<file path="src/rtl/mips_pkg.sv">
// ---------------------------------------------------------------------------
// mips_pkg
// Shared definitions for the MIPS EX-stage helpers:
//   - ALU control codes driven onto the ALU's control input
//   - HI/LO multiply/divide operation encodings
//   - state encoding of the multiply/divide sequencer
// ---------------------------------------------------------------------------
package mips_pkg;

    localparam logic [3:0] ALU_AND = 4'd0;
    localparam logic [3:0] ALU_OR  = 4'd1;
    localparam logic [3:0] ALU_ADD = 4'd2;
    localparam logic [3:0] ALU_SUB = 4'd6;
    localparam logic [3:0] ALU_SLT = 4'd7;

    localparam logic [1:0] MD_MULTU = 2'b00;
    localparam logic [1:0] MD_MULT  = 2'b01;
    localparam logic [1:0] MD_DIVU  = 2'b10;
    localparam logic [1:0] MD_DIV   = 2'b11;

    typedef enum logic [2:0] {
        MD_IDLE = 3'd0,
        MD_SIGN = 3'd1,
        MD_ITER = 3'd2,
        MD_FIX  = 3'd3,
        MD_DONE = 3'd4
    } md_state_e;

    // Bit 1 of the op selects divide, bit 0 selects the signed variant.
    function automatic logic md_is_div(input logic [1:0] op);
        return op[1];
    endfunction

    function automatic logic md_is_signed(input logic [1:0] op);
        return op[0];
    endfunction

endpackage

</file>
<file path="src/rtl/twos_negate.sv">
// ---------------------------------------------------------------------------
// twos_negate
// Combinational two's-complement negation, y = -a (mod 2^W).
// Ports:
//   a_i  in  W  value to negate
//   y_o  out W  negated value
// ---------------------------------------------------------------------------
module twos_negate #(
    parameter int W = 32
) (
    input  logic [W-1:0] a_i,
    output logic [W-1:0] y_o
);

    assign y_o = ~a_i + W'(1);

endmodule

</file>
<file path="src/rtl/muldiv_sequencer.sv">
// ---------------------------------------------------------------------------
// muldiv_sequencer
// Multi-cycle MULT/MULTU/DIV/DIVU controller. Runs DATA_W shift-add
// (multiply) or shift-subtract (restoring divide) iterations through an
// externally instantiated ALU, then writes HI/LO.
// Ports:
//   clk         in   rising-edge clock
//   reset       in   synchronous active-high reset
//   start       in   launch request, sampled only in IDLE
//   op          in   2  00 MULTU, 01 MULT, 10 DIVU, 11 DIV
//   rsdata      in   DATA_W multiplicand / dividend
//   rtdata      in   DATA_W multiplier / divisor
//   busy        out  high in SIGN, ITER, FIX
//   done        out  one-cycle pulse, hi/lo valid
//   hi, lo      out  DATA_W result registers
//   alu_a       out  DATA_W ALU operand A
//   alu_b       out  DATA_W ALU operand B
//   alu_ctrl    out  4  ALU control (ADD/SUB)
//   alu_result  in   DATA_W result from the owned ALU
// ---------------------------------------------------------------------------
module muldiv_sequencer
    import mips_pkg::*;
#(
    parameter int DATA_W = 32
) (
    input  logic              clk,
    input  logic              reset,
    input  logic              start,
    input  logic [1:0]        op,
    input  logic [DATA_W-1:0] rsdata,
    input  logic [DATA_W-1:0] rtdata,
    output logic              busy,
    output logic              done,
    output logic [DATA_W-1:0] hi,
    output logic [DATA_W-1:0] lo,
    output logic [DATA_W-1:0] alu_a,
    output logic [DATA_W-1:0] alu_b,
    output logic [3:0]        alu_ctrl,
    input  logic [DATA_W-1:0] alu_result
);

    localparam int CNT_W = $clog2(DATA_W);
    localparam logic [CNT_W-1:0] CNT_LAST = CNT_W'(DATA_W - 1);

    md_state_e         state_q;
    logic [1:0]        op_q;
    logic [DATA_W-1:0] rs_q, rt_q;
    logic [DATA_W-1:0] opb_q;     // multiplicand (mult) or divisor (div)
    logic [DATA_W-1:0] acc_q;     // P_hi (mult) or remainder R (div)
    logic [DATA_W-1:0] sh_q;      // P_lo (mult) or quotient Q (div)
    logic [DATA_W-1:0] hi_q, lo_q;
    logic [CNT_W-1:0]  cnt_q;
    logic              negq_q, negr_q, div0_q;
    logic              busy_q, done_q;

    logic [DATA_W-1:0] acc_d, sh_d;
    logic [DATA_W-1:0] rem_shift;
    logic              carry, borrow;
    logic              op_signed, op_div;

    assign op_signed = md_is_signed(op_q);
    assign op_div    = md_is_div(op_q);

    // Absolute values of the latched operands, formed locally so the ALU
    // stays free for the iteration datapath.
    logic [DATA_W-1:0] opnd     [2];
    logic [DATA_W-1:0] opnd_neg [2];
    logic [DATA_W-1:0] opnd_abs [2];

    assign opnd[0] = rs_q;
    assign opnd[1] = rt_q;

    generate
        for (genvar gi = 0; gi < 2; gi++) begin : g_abs
            twos_negate #(.W(DATA_W)) u_neg (
                .a_i (opnd[gi]),
                .y_o (opnd_neg[gi])
            );
            assign opnd_abs[gi] = (op_signed && opnd[gi][DATA_W-1]) ? opnd_neg[gi] : opnd[gi];
        end
    endgenerate

    // Sign fix-up negators used in FIX.
    logic [2*DATA_W-1:0] prod_neg;
    logic [DATA_W-1:0]   rem_neg, quo_neg;

    twos_negate #(.W(2*DATA_W)) u_neg_prod (.a_i({acc_q, sh_q}), .y_o(prod_neg));
    twos_negate #(.W(DATA_W))   u_neg_rem  (.a_i(acc_q),         .y_o(rem_neg));
    twos_negate #(.W(DATA_W))   u_neg_quo  (.a_i(sh_q),          .y_o(quo_neg));

    // ALU drive and per-iteration next values. Outside ITER the ALU ports
    // sit at their idle values (ADD, 0, 0).
    assign rem_shift = {acc_q[DATA_W-2:0], sh_q[DATA_W-1]};

    always_comb begin
        alu_ctrl = ALU_ADD;
        alu_a    = '0;
        alu_b    = '0;
        if (state_q == MD_ITER) begin
            if (op_div) begin
                alu_ctrl = ALU_SUB;
                alu_a    = rem_shift;
                alu_b    = opb_q;
            end else begin
                alu_ctrl = ALU_ADD;
                alu_a    = acc_q;
                alu_b    = sh_q[0] ? opb_q : '0;
            end
        end
    end

    // Carry-out of a+b and borrow-out of a-b recovered from the MSBs only,
    // since the ALU exposes just the DATA_W-bit result.
    assign carry  = (alu_a[DATA_W-1] & alu_b[DATA_W-1])
                  | ((alu_a[DATA_W-1] | alu_b[DATA_W-1]) & ~alu_result[DATA_W-1]);
    assign borrow = (~alu_a[DATA_W-1] & alu_b[DATA_W-1])
                  | ((~alu_a[DATA_W-1] | alu_b[DATA_W-1]) & alu_result[DATA_W-1]);

    always_comb begin
        acc_d = acc_q;
        sh_d  = sh_q;
        if (op_div) begin
            // acc_q[MSB] is the bit shifted out of R'; when set, R' exceeds
            // the divisor regardless of the 32-bit borrow.
            if (acc_q[DATA_W-1] || !borrow) begin
                acc_d = alu_result;
                sh_d  = {sh_q[DATA_W-2:0], 1'b1};
            end else begin
                acc_d = rem_shift;
                sh_d  = {sh_q[DATA_W-2:0], 1'b0};
            end
        end else begin
            acc_d = {carry, alu_result[DATA_W-1:1]};
            sh_d  = {alu_result[0], sh_q[DATA_W-1:1]};
        end
    end

    always_ff @(posedge clk) begin
        if (reset) begin
            state_q <= MD_IDLE;
            op_q    <= MD_MULTU;
            rs_q    <= '0;
            rt_q    <= '0;
            opb_q   <= '0;
            acc_q   <= '0;
            sh_q    <= '0;
            hi_q    <= '0;
            lo_q    <= '0;
            cnt_q   <= '0;
            negq_q  <= 1'b0;
            negr_q  <= 1'b0;
            div0_q  <= 1'b0;
            busy_q  <= 1'b0;
            done_q  <= 1'b0;
        end else begin
            case (state_q)
                MD_IDLE: begin
                    done_q <= 1'b0;
                    if (start) begin
                        op_q    <= op;
                        rs_q    <= rsdata;
                        rt_q    <= rtdata;
                        busy_q  <= 1'b1;
                        state_q <= MD_SIGN;
                    end
                end
                MD_SIGN: begin
                    negq_q <= op_signed & (rs_q[DATA_W-1] ^ rt_q[DATA_W-1]);
                    negr_q <= op_signed & rs_q[DATA_W-1];
                    div0_q <= (rt_q == '0);
                    cnt_q  <= '0;
                    acc_q  <= '0;
                    if (op_div) begin
                        sh_q  <= opnd_abs[0];
                        opb_q <= opnd_abs[1];
                    end else begin
                        sh_q  <= opnd_abs[1];
                        opb_q <= opnd_abs[0];
                    end
                    state_q <= MD_ITER;
                end
                MD_ITER: begin
                    acc_q <= acc_d;
                    sh_q  <= sh_d;
                    cnt_q <= cnt_q + CNT_W'(1);
                    if (cnt_q == CNT_LAST) begin
                        state_q <= MD_FIX;
                    end
                end
                MD_FIX: begin
                    if (op_div) begin
                        hi_q <= negr_q ? rem_neg : acc_q;
                        // A zero divisor yields an all-ones quotient that
                        // must not be sign-corrected.
                        lo_q <= (negq_q && !div0_q) ? quo_neg : sh_q;
                    end else begin
                        {hi_q, lo_q} <= negq_q ? prod_neg : {acc_q, sh_q};
                    end
                    busy_q  <= 1'b0;
                    done_q  <= 1'b1;
                    state_q <= MD_DONE;
                end
                MD_DONE: begin
                    done_q  <= 1'b0;
                    state_q <= MD_IDLE;
                end
                default: begin
                    busy_q  <= 1'b0;
                    done_q  <= 1'b0;
                    state_q <= MD_IDLE;
                end
            endcase
        end
    end

    assign busy = busy_q;
    assign done = done_q;
    assign hi   = hi_q;
    assign lo   = lo_q;

endmodule
</file>
<file path="config.mk">
export PLATFORM = sky130hd
export DESIGN_NAME = muldiv_sequencer
export DESIGN_NICKNAME = d
export VERILOG_FILES = /design/src/rtl/mips_pkg.sv /design/src/rtl/twos_negate.sv /design/src/rtl/muldiv_sequencer.sv
export SDC_FILE = /design/constraint.sdc
export NUM_CORES = 1
export LEC_CHECK = 0
export ABC_AREA = 1
export BUFFER_PORTS_ARGS = -buffer_cell sky130_fd_sc_hd__buf_2
export CAP_MARGIN = 40
export CORE_MARGIN = 2
export CORE_UTILIZATION = 29
export CTS_CLUSTER_DIAMETER = 100
export DETAILED_ROUTE_END_ITERATION = 6
export SLEW_MARGIN = 15
export SYNTH_ARGS = -nofsm -noshare
export SYNTH_HDL_FRONTEND = slang
export SYNTH_HIERARCHICAL = 1
export SYNTH_SLANG_ARGS = --single-unit
</file>
<file path="constraint.sdc">
create_clock -name clk -period 2.8 [get_ports clk]
set_input_delay 0.56 -clock clk [delete_from_list [all_inputs] [get_ports clk]]
set_output_delay 0.56 -clock clk [all_outputs]
set_load 0.01 [all_outputs]
</file>
=== Yosys cells after proc, flatten, opt, wreduce, memory -nomap -nowiden ===
Index checks and enable logic that the tools add are counted.
W data, S select, Z words.

* Input bits: 101
* Register bits after elaboration: 239
* Word-level logic and storage cells: 90
* Output and inout bits: 134

* $add $sub $neg: 6
* Bitwise operators: 19
* Reduce and logical (&&, ||, !) cells: 14
* Multiplexer cells: 29
* Equal/unequal tests: 7

{| class="wikitable"
|+ Operator list
! operator !! number
|-
| $mux W32 || 16
|-
| $add A32 B1 Y32 const B || 4
|-
| $not A32 Y32 || 4
|-
| $pmux W32 S2 || 2
|-
| $add A64 B1 Y64 const B || 1
|-
| $mux W64 || 1
|-
| $not A64 Y64 || 1
|-
| $logic_not A32 Y1 || 1
|-
| $mux W3 || 4
|-
| $pmux W3 S4 || 1
|-
| $pmux W5 S2 || 1
|-
| $and A1 B1 Y1 || 6
|-
| $eq A3 B2 Y1 const B || 2
|-
| $reduce_and A2 Y1 || 3
|-
| $add A5 B1 Y5 const B || 1
|-
| $eq A5 B5 Y1 const B || 1
|-
| $or A1 B1 Y1 || 4
|-
| $pmux W1 S2 || 2
|-
| $eq A3 B1 Y1 const B || 1
|-
| $eq A3 B3 Y1 const B || 1
|-
| $logic_and A1 B1 Y1 || 3
|-
| $logic_not A3 Y1 || 1
|-
| $not A1 Y1 || 3
|-
| $reduce_or A3 Y1 || 1
|-
| 8 further kinds || 10
|}

=== Longest topological paths before layout ===
Gate-level depths: netlist (run 1).

* Depth after elaboration: 11
* Depth in mapped cells: 14
* Depth with buffers taken out: 14

=== Hierarchy ===
The synthesis (run 1) kept the hierarchy.

{| class="wikitable"
|+ By module, submodules not included
! module !! cells each !! area each (um^2) !! times used !! seq. area each (um^2)
|-
| muldiv_sequencer || 2045 || 13325.3 || 1 || 4784.6
|-
| twos_negate (g_abs[0].u_neg ...) || 187 || 909.6 || 4 || 0.0
|-
| twos_negate (u_neg_prod) || 468 || 2194.6 || 1 || 0.0
|}

=== Worst setup path before layout (run 1) ===
OpenSTA, ideal clock, no wires.

* Path kind: register to output
* Start point: register op_q[1]
* End point: output port alu_a[9]
* Path buffers: 3
* Data required time: 2.240 ns
* Cell stages (with the launch flop): 7
* Arrival: 1.463 ns
* Path slack: 0.777 ns
* Cells stage by stage: dfxtp_1 -> inv_2 -> clkbuf_1 -> buf_2 -> buf_2 -> nor2_1 -> a211oi_1

* Longest elaborated chain between the ends: 2

{| class="wikitable"
|+ Ends and longest elaborated chain
! item !! line !! text
|-
| start, declared || muldiv_sequencer.sv:46 || <nowiki>logic [1:0] op_q;</nowiki>
|-
| start signal, assigned || muldiv_sequencer.sv:160 || <nowiki>op_q <= op;</nowiki>
|-
| $mux W32 || muldiv_sequencer.sv:100 || <nowiki>if (op_div) begin</nowiki>
|-
| $mux W32 || muldiv_sequencer.sv:99 || <nowiki>if (state_q == MD_ITER) begin</nowiki>
|-
| end, declared || muldiv_sequencer.sv:36 || <nowiki>output logic [DATA_W-1:0] alu_a,</nowiki>
|}

Every way passes these cells.

=== Worst setup path in the final report (run 1) ===
* Start point: register op_q[1]
* End point: output port alu_a[28]

The elaborated chain is that of the path after synthesis.

==> run_results.csv, run 1 <==
group,metric,value,unit
status,outcome,"completed",
synth,syn-cell-area,19200,um2
global_route,grt_overflow,0,
synth,synthesis.instances,3261,
cts,cts_buffers,34,
setup_path,path_class,"reg -> out",
timing,tightest_slew,0.644,ns
setup_path,slowest_stage,"dfxtp_4",
timing,post-route-period-util,97.3,%
synth,synthDistinctLibCells,36,
global_route,grt_pass1_wl,117,mm
pwr,p_int,9.39,mW
setup_path,crit_fanout,32,
cts,cts_tree,"yes",
setup_path,r2r_start,"sh_q[0]",
timing,fmax,367,MHz
setup_path,path_cells,"inv_6 > buf_4 > nor2_1 > a211oi_1 > buf_2",
placement,globalplace.congestion,0.971,
synth,synth_edf_count,0,
timing,drv_slew,0,
pwr,p_sw,9.11,mW
setup_path,startpoint,"op_q[1]",
synth,avgSynthCellArea,5.87,um2
routing,wire_per_inst,17.9,um
pwr,leakage,10.4,nW
pwr,seqPwrFrac,23.5,%
timing,fin_crit,2.72,ns
synth,synth_top_area_share,25.0,%
routing,drc,0,
global_route,antenna_found_initial,2,
pwr,power,18.5,mW
timing,fin_ws,0.0756,ns
timing,rsz0062_at_grt,"false",
pwr,ir_drop,0.397,mV
worst_hold_path,hold_path.class,"in -> reg",
synth,ys_seq_elements,239,
timing,clock_skew,0.0327,ns
cts,clockBufferDepth,3,
cts,clk_latency,0.57,ns
setup_path,cp_num_buf_inv,3,
worst_hold_path,min-delay-start,"rtdata[20]",
floorplan,core.rowCount,94,
global_route,gr-usage-all-layers,22.1,%
synth,synthFlopType,"dfxtp_1",
routing,vias_per_cell,5.08,
routing,ant_nets,0,
cts,cts_setup_buffers,0,
floorplan,die_x,261,um
synth,yosysSeqAreaShare,25.0,%
finish,fill_cells,7256,
placement,io_buffers,231,
cts,clkTransAtPathRegs,0.06,ns
job,max-cap-violations,0,
routing,routed_wl,77.3,mm
cts,cts.sinks,239,
setup_path,critPathMaxStageDelay,0.37,ns
global_route,grt_pass1_vias,19513,
setup_path,end_kind,"primary output",
pwr,power.density,820,nW/um2
routing,drt_iter0_drc,2144,
cts,post_cts_resized,2,
finish,nNetsFinal,3528,
setup_path,cp_top_family,"buffers and inverters",
floorplan,die_h,261,um
routing,vias,21877,
cts,htree_levels,2,
pwr,pwr-share-clk,24.5,%
floorplan,start_util,29.2,%
finish,antenna-diode-count,0,
routing,drt_pre_antenna_iters,6,
finish,fin_util,34.4,%
setup_path,cp-start-kind,"register",
global_route,grt_max_degree,129,
cts,root_buffer,"clkbuf_16",
synth,async_flop_share,0,%
finish,multi_input_area,12300,um2
placement,dp_slack,0.425,ns
finish,drive_gt1_share,14.2,%
pwr,combPwrFrac,52.0,%
finish,final-seq-area,4790,um2
floorplan,num_io_pins,235,
placement,dp_hpwl,59.2,mm
synth,netlist_top_cells_area,"dfxtp_1, nand2_1, nor2_1, o21ai_0, a21oi_1",
cts,holdBufCountCts,0,
setup_path,crit_arrival,2.16,ns
synth,yosys_warnings,6,
setup_path,critPathRequiredTime,2.24,ns
timing,setup_violations,0,
setup_path,r2r_setup_slack,0.35,ns
finish,area_delta_synth_final,17.8,%
floorplan,die_area,68100,um2
timing,setup_tns,0,ns
pwr,sw_frac_of_total,49.2,%
synth,synth_area_leader_cell,"dfxtp_1",
timing,relSlewSlack,56.6,%
floorplan,coreArea,65600,um2
timing,hold_violations,0,
flip-flops by register name, indices dropped and copies added, names as in the netlist, 2 cells and up:
name	flops
opb_q	32
cnt_q	5
op_q	2
rs_q	32
acc_q	32
hi	32
sh_q	32
lo	32
rt_q	32
state_q	3
power by group through the flow:
stage / clock network (mW) / logic (mW) / registers, mW
6_report: 4.52 / 9.62 / 4.35
5_1_grt: 4.76 / 10.6 / 4.40
4_1_cts: 4.63 / 9.43 / 4.34
3_5_place_dp: 0 / 9.39 / 4.41
3_3_place_gp: 0 / 9.34 / 4.42
2_1_floorplan: 0 / 6.51 / 4.30
per-stage QoR:
step	instances	hold slack, ns	area [um2]
after global routing	4309	0.265	22600
after floorplan	3262	0.437	19200
final	4309	0.273	22600
after global placement	4244	0.449	21300
after detailed placement	4247	0.456	21400
after CTS	4308	0.241	22500
cells in the final DEF, fill, tap and decap left out, types with 3 or more instances in the layout:
cell         n
a211oi_1    30
nor2_4      24
o21ai_1     68
o221ai_1    13
nand2_4      5
nand2_2     40
buf_12       6
clkbuf_16   34
dfxtp_1    238
buf_2      231
o22ai_1      3
inv_2        8
xor2_1      56
clkinv_2     6
nand2_1    782
o21ai_0    324
o211ai_1   110
buf_4       72
nor2_8       7
inv_1      346
nand3_1     91
clkbuf_8     4
o21bai_1    34
nor2_2      28
ha_1         7
buf_16       3
a31oi_1     62
clkbuf_1     7
conb_1       3
inv_6        4
xnor2_1     35
a21oi_1    270
nand4_1     28
nand3b_1     3
nor2_1     439
bufinv_16    3
cell usage after synthesis (3+ instances only):
library cell	number
buf_1	17
inv_1	348
nor2_1	439
dfxtp_1	239
o21ai_1	68
a31oi_1	62
xnor2_1	35
nand2_2	40
nor2_4	24
nand3b_1	3
xor2_1	56
nand2_1	782
a211oi_1	30
o22ai_1	3
nand3_1	92
nand2_4	5
o21ai_0	324
nor2_2	28
o21bai_1	34
a21oi_1	270
ha_1	7
nor2_8	7
o221ai_1	13
buf_2	27
o211ai_1	110
buf_4	11
inv_2	10
nand4_1	28
clkbuf_1	137
kinds of logic (layout without fill, tap and decap cells):
kind of cell	Yosys count	in the layout	synth area share, %
xor gates and xnor gates	91	91	4.16
buffers and inverters	551	734	11.2
other	2	3	0.0392
DFF	239	239	25.0
adders and majority gates	7	7	0.457
AOI/OAI and AO/OA	917	917	27.0
and+or+nand+nor	1454	1454	32.2
layer usage:
layer,wire length [um],track usage (%),up-vias
li1,-,-,11011
met1,36300,31.7,9949
met2,33500,34.1,804
met3,5190,3.02,109
met4,2320,6.71,4
met5,27,0,-
worst min-delay path: stages:
cell	delay [ns]
buf_2	0.07
o21ai_0	0.07
a21oi_1	0.10
layout make-up:
type,count,share of cell area (%)
Tap cell,864,4.79
Clock inverter,16,0.960
Clock buffer,45,4.13
Timing Repair Buffer,314,8.54
Inverter,359,6.02
Multi-Input combinational cell,2472,54.3
Sequential cell,239,21.2
final timing paths:
check        cells after the start        end
max                              5  alu_a[28]
min                              3   rt_q[20]
max reg2reg                     13     hi[30]
min reg2reg                      2   cnt_q[4]
Note: power is estimated with default switching activity, not from simulation.
==> run 2, diff against run 1 <==
--- a/config.mk
+++ b/config.mk
@@ -8,10 +8,13 @@
 export ABC_AREA = 1
 export BUFFER_PORTS_ARGS = -buffer_cell sky130_fd_sc_hd__buf_2
 export CAP_MARGIN = 40
-export CORE_MARGIN = 2
-export CORE_UTILIZATION = 29
+export CELL_PAD_IN_SITES_DETAIL_PLACEMENT = 2
+export CELL_PAD_IN_SITES_GLOBAL_PLACEMENT = 2
+export CORE_MARGIN = 4
+export CORE_UTILIZATION = 34
 export CTS_CLUSTER_DIAMETER = 100
 export DETAILED_ROUTE_END_ITERATION = 6
+export PLACE_DENSITY_LB_ADDON = 0.1
 export SLEW_MARGIN = 15
 export SYNTH_ARGS = -nofsm -noshare
 export SYNTH_HDL_FRONTEND = slang
==> run_results.csv, run 2 (same netlist as run 1, synthesis figures left out) <==
group,metric,value,unit
status,outcome,"completed",
setup_path,r2r_start,"sh_q[0]",
setup_path,cp-start-kind,"register",
floorplan,coreArea,55400,um2
placement,dp_slack,0.248,ns
pwr,ir_drop,0.477,mV
pwr,power,19.3,mW
pwr,leakage,10.5,nW
timing,holdWs,0.280,ns
placement,io_buffers,231,
setup_path,startpoint,"state_q[0]",
timing,fin_ws,0.113,ns
global_route,gr-usage-all-layers,32.0,%
cts,holdBufCountCts,0,
pwr,power.density,858,nW/um2
cts,root_buffer,"clkbuf_16",
timing,hold_violations,0,
timing,tightest_slew,0.767,ns
cts,clkTransAtPathRegs,0.06,ns
cts,cts_buffers,34,
timing,fmax,372,MHz
routing,drt_iter0_drc,1383,
setup_path,crit_path_end,"alu_a[1]",
global_route,grt_max_degree,105,
finish,final_cell_mix,"nand2_1, nor2_1, inv_1",
cts,htree_levels,2,
routing,vias_per_cell,5.57,
finish,layout_commonest_cell,"nand2_1",
floorplan,die_x,245,um
global_route,grt_pass1_vias,24854,
job,max-cap-violations,0,
floorplan,start_util,34.6,%
setup_path,path_class,"reg -> out",
timing,rsz0062_at_grt,"false",
floorplan,core.rowCount,86,
cts,cts.sinks,239,
timing,setup_violations,0,
floorplan,die_area,60200,um2
setup_path,r2r_setup_slack,0.20,ns
floorplan,die_h,245,um
timing,post-route-period-util,95.9,%
global_route,grt_overflow,0,
routing,ant_nets,0,
cts,cts_tree,"yes",
cts,clockBufferDepth,3,
routing,vias,23492,
routing,drt_pre_antenna_iters,5,
timing,fin_crit,2.69,ns
routing,drc,0,
setup_path,crit_fanout,15,
global_route,grt_pass1_wl,151,mm
setup_path,r2r-end,"hi[30]",
setup_path,critPathRequiredTime,2.24,ns
setup_path,end_kind,"primary output",
worst_hold_path,hold_path.class,"in -> reg",
timing,setup_tns,0,ns
routing,routed_wl,99.5,mm
finish,area_delta_synth_final,17.7,%
placement,globalplace.congestion,0.942,
timing,relSlewSlack,48.9,%
cts,clk_latency,0.56,ns
placement,dp_hpwl,75.7,mm
finish,nNetsFinal,3552,
timing,drv_slew,0,
setup_path,ff2ff_path_depth,13,
floorplan,num_io_pins,235,
routing,wire_per_inst,23.6,um
timing,clock_skew,0.0273,ns
finish,drive_gt1_share,14.9,%
setup_path,crit_arrival,2.13,ns
global_route,antenna_found_initial,6,
worst_hold_path,min_path_cells,3,
==> run 2: cell types whose count changed in the layout (fill, tap and decap cells not counted), sizes merged, moves of 2 or more <==
cell and change:
bufinv -2, clkinv +4, inv -5, buf +24
==> run 2: cell type report <==
class                      instances  area, um2
multi-input combinational       2472      12300
timing repair buffer             338       2110
clock buffer                      46        987
sequential                       239       4790
inverter                         359       1360
antenna                            1       2.50
tap                              748        936
clock inverter                    14        104
fill                            7050      32900
==> run 2: critical path, cell delays in order, from the launching register on <==
cell,delay [ns]
dfxtp_1,0.32
inv_2,0.10
nand2_1,0.10
nor2_4,0.14
inv_2,0.19
a21oi_1,0.49
buf_2,0.23
==> run 2: worst min path at each step <==
stage / from / end
6_report: rtdata[8] / rt_q[8]
5_1_grt: rtdata[8] / rt_q[8]
4_1_cts: rtdata[17] / rt_q[17]
3_5_place_dp: cnt_q[3] / cnt_q[3]
3_3_place_gp: cnt_q[4] / cnt_q[4]
2_1_floorplan: cnt_q[3] / cnt_q[3]
==> run 2: per-layer routing <==
| layer | vias to the layer above | share of wire (%) | GRT usage (%) |
|---|---|---|---|
| met2 | 537 | 47 | 54.4 |
| met5 | - | 0.050 | 0 |
| li1 | 11035 | - | - |
| met4 | 8 | 3.8 | 11.6 |
| met3 | 151 | 4.9 | 5.11 |
| met1 | 11761 | 44 | 41.0 |
==> run 2: stage by stage <==
stage	area [um2]	utilization, %	instances
floorplan	19200	-	3262
global placement	21400	38.6	4155
detailed placement	21400	38.7	4156
CTS	22500	40.7	4216
global route	22500	40.7	4216
finish	22500	40.7	4217
==> run 2: repair_timing <==
item | 4_1_cts | 5_1_grt
setup endpoints to repair | 0 | 1
resized for setup | 0 | 2
setup buffers | 0 | 0
endpoints found under the hold margin | 0 | 0
==> run 2: power by group <==
part / internal (mW) / switching (mW)
logic: 3.06 / 7.47
clock network: 2.56 / 1.85
registers: 3.80 / 0.590
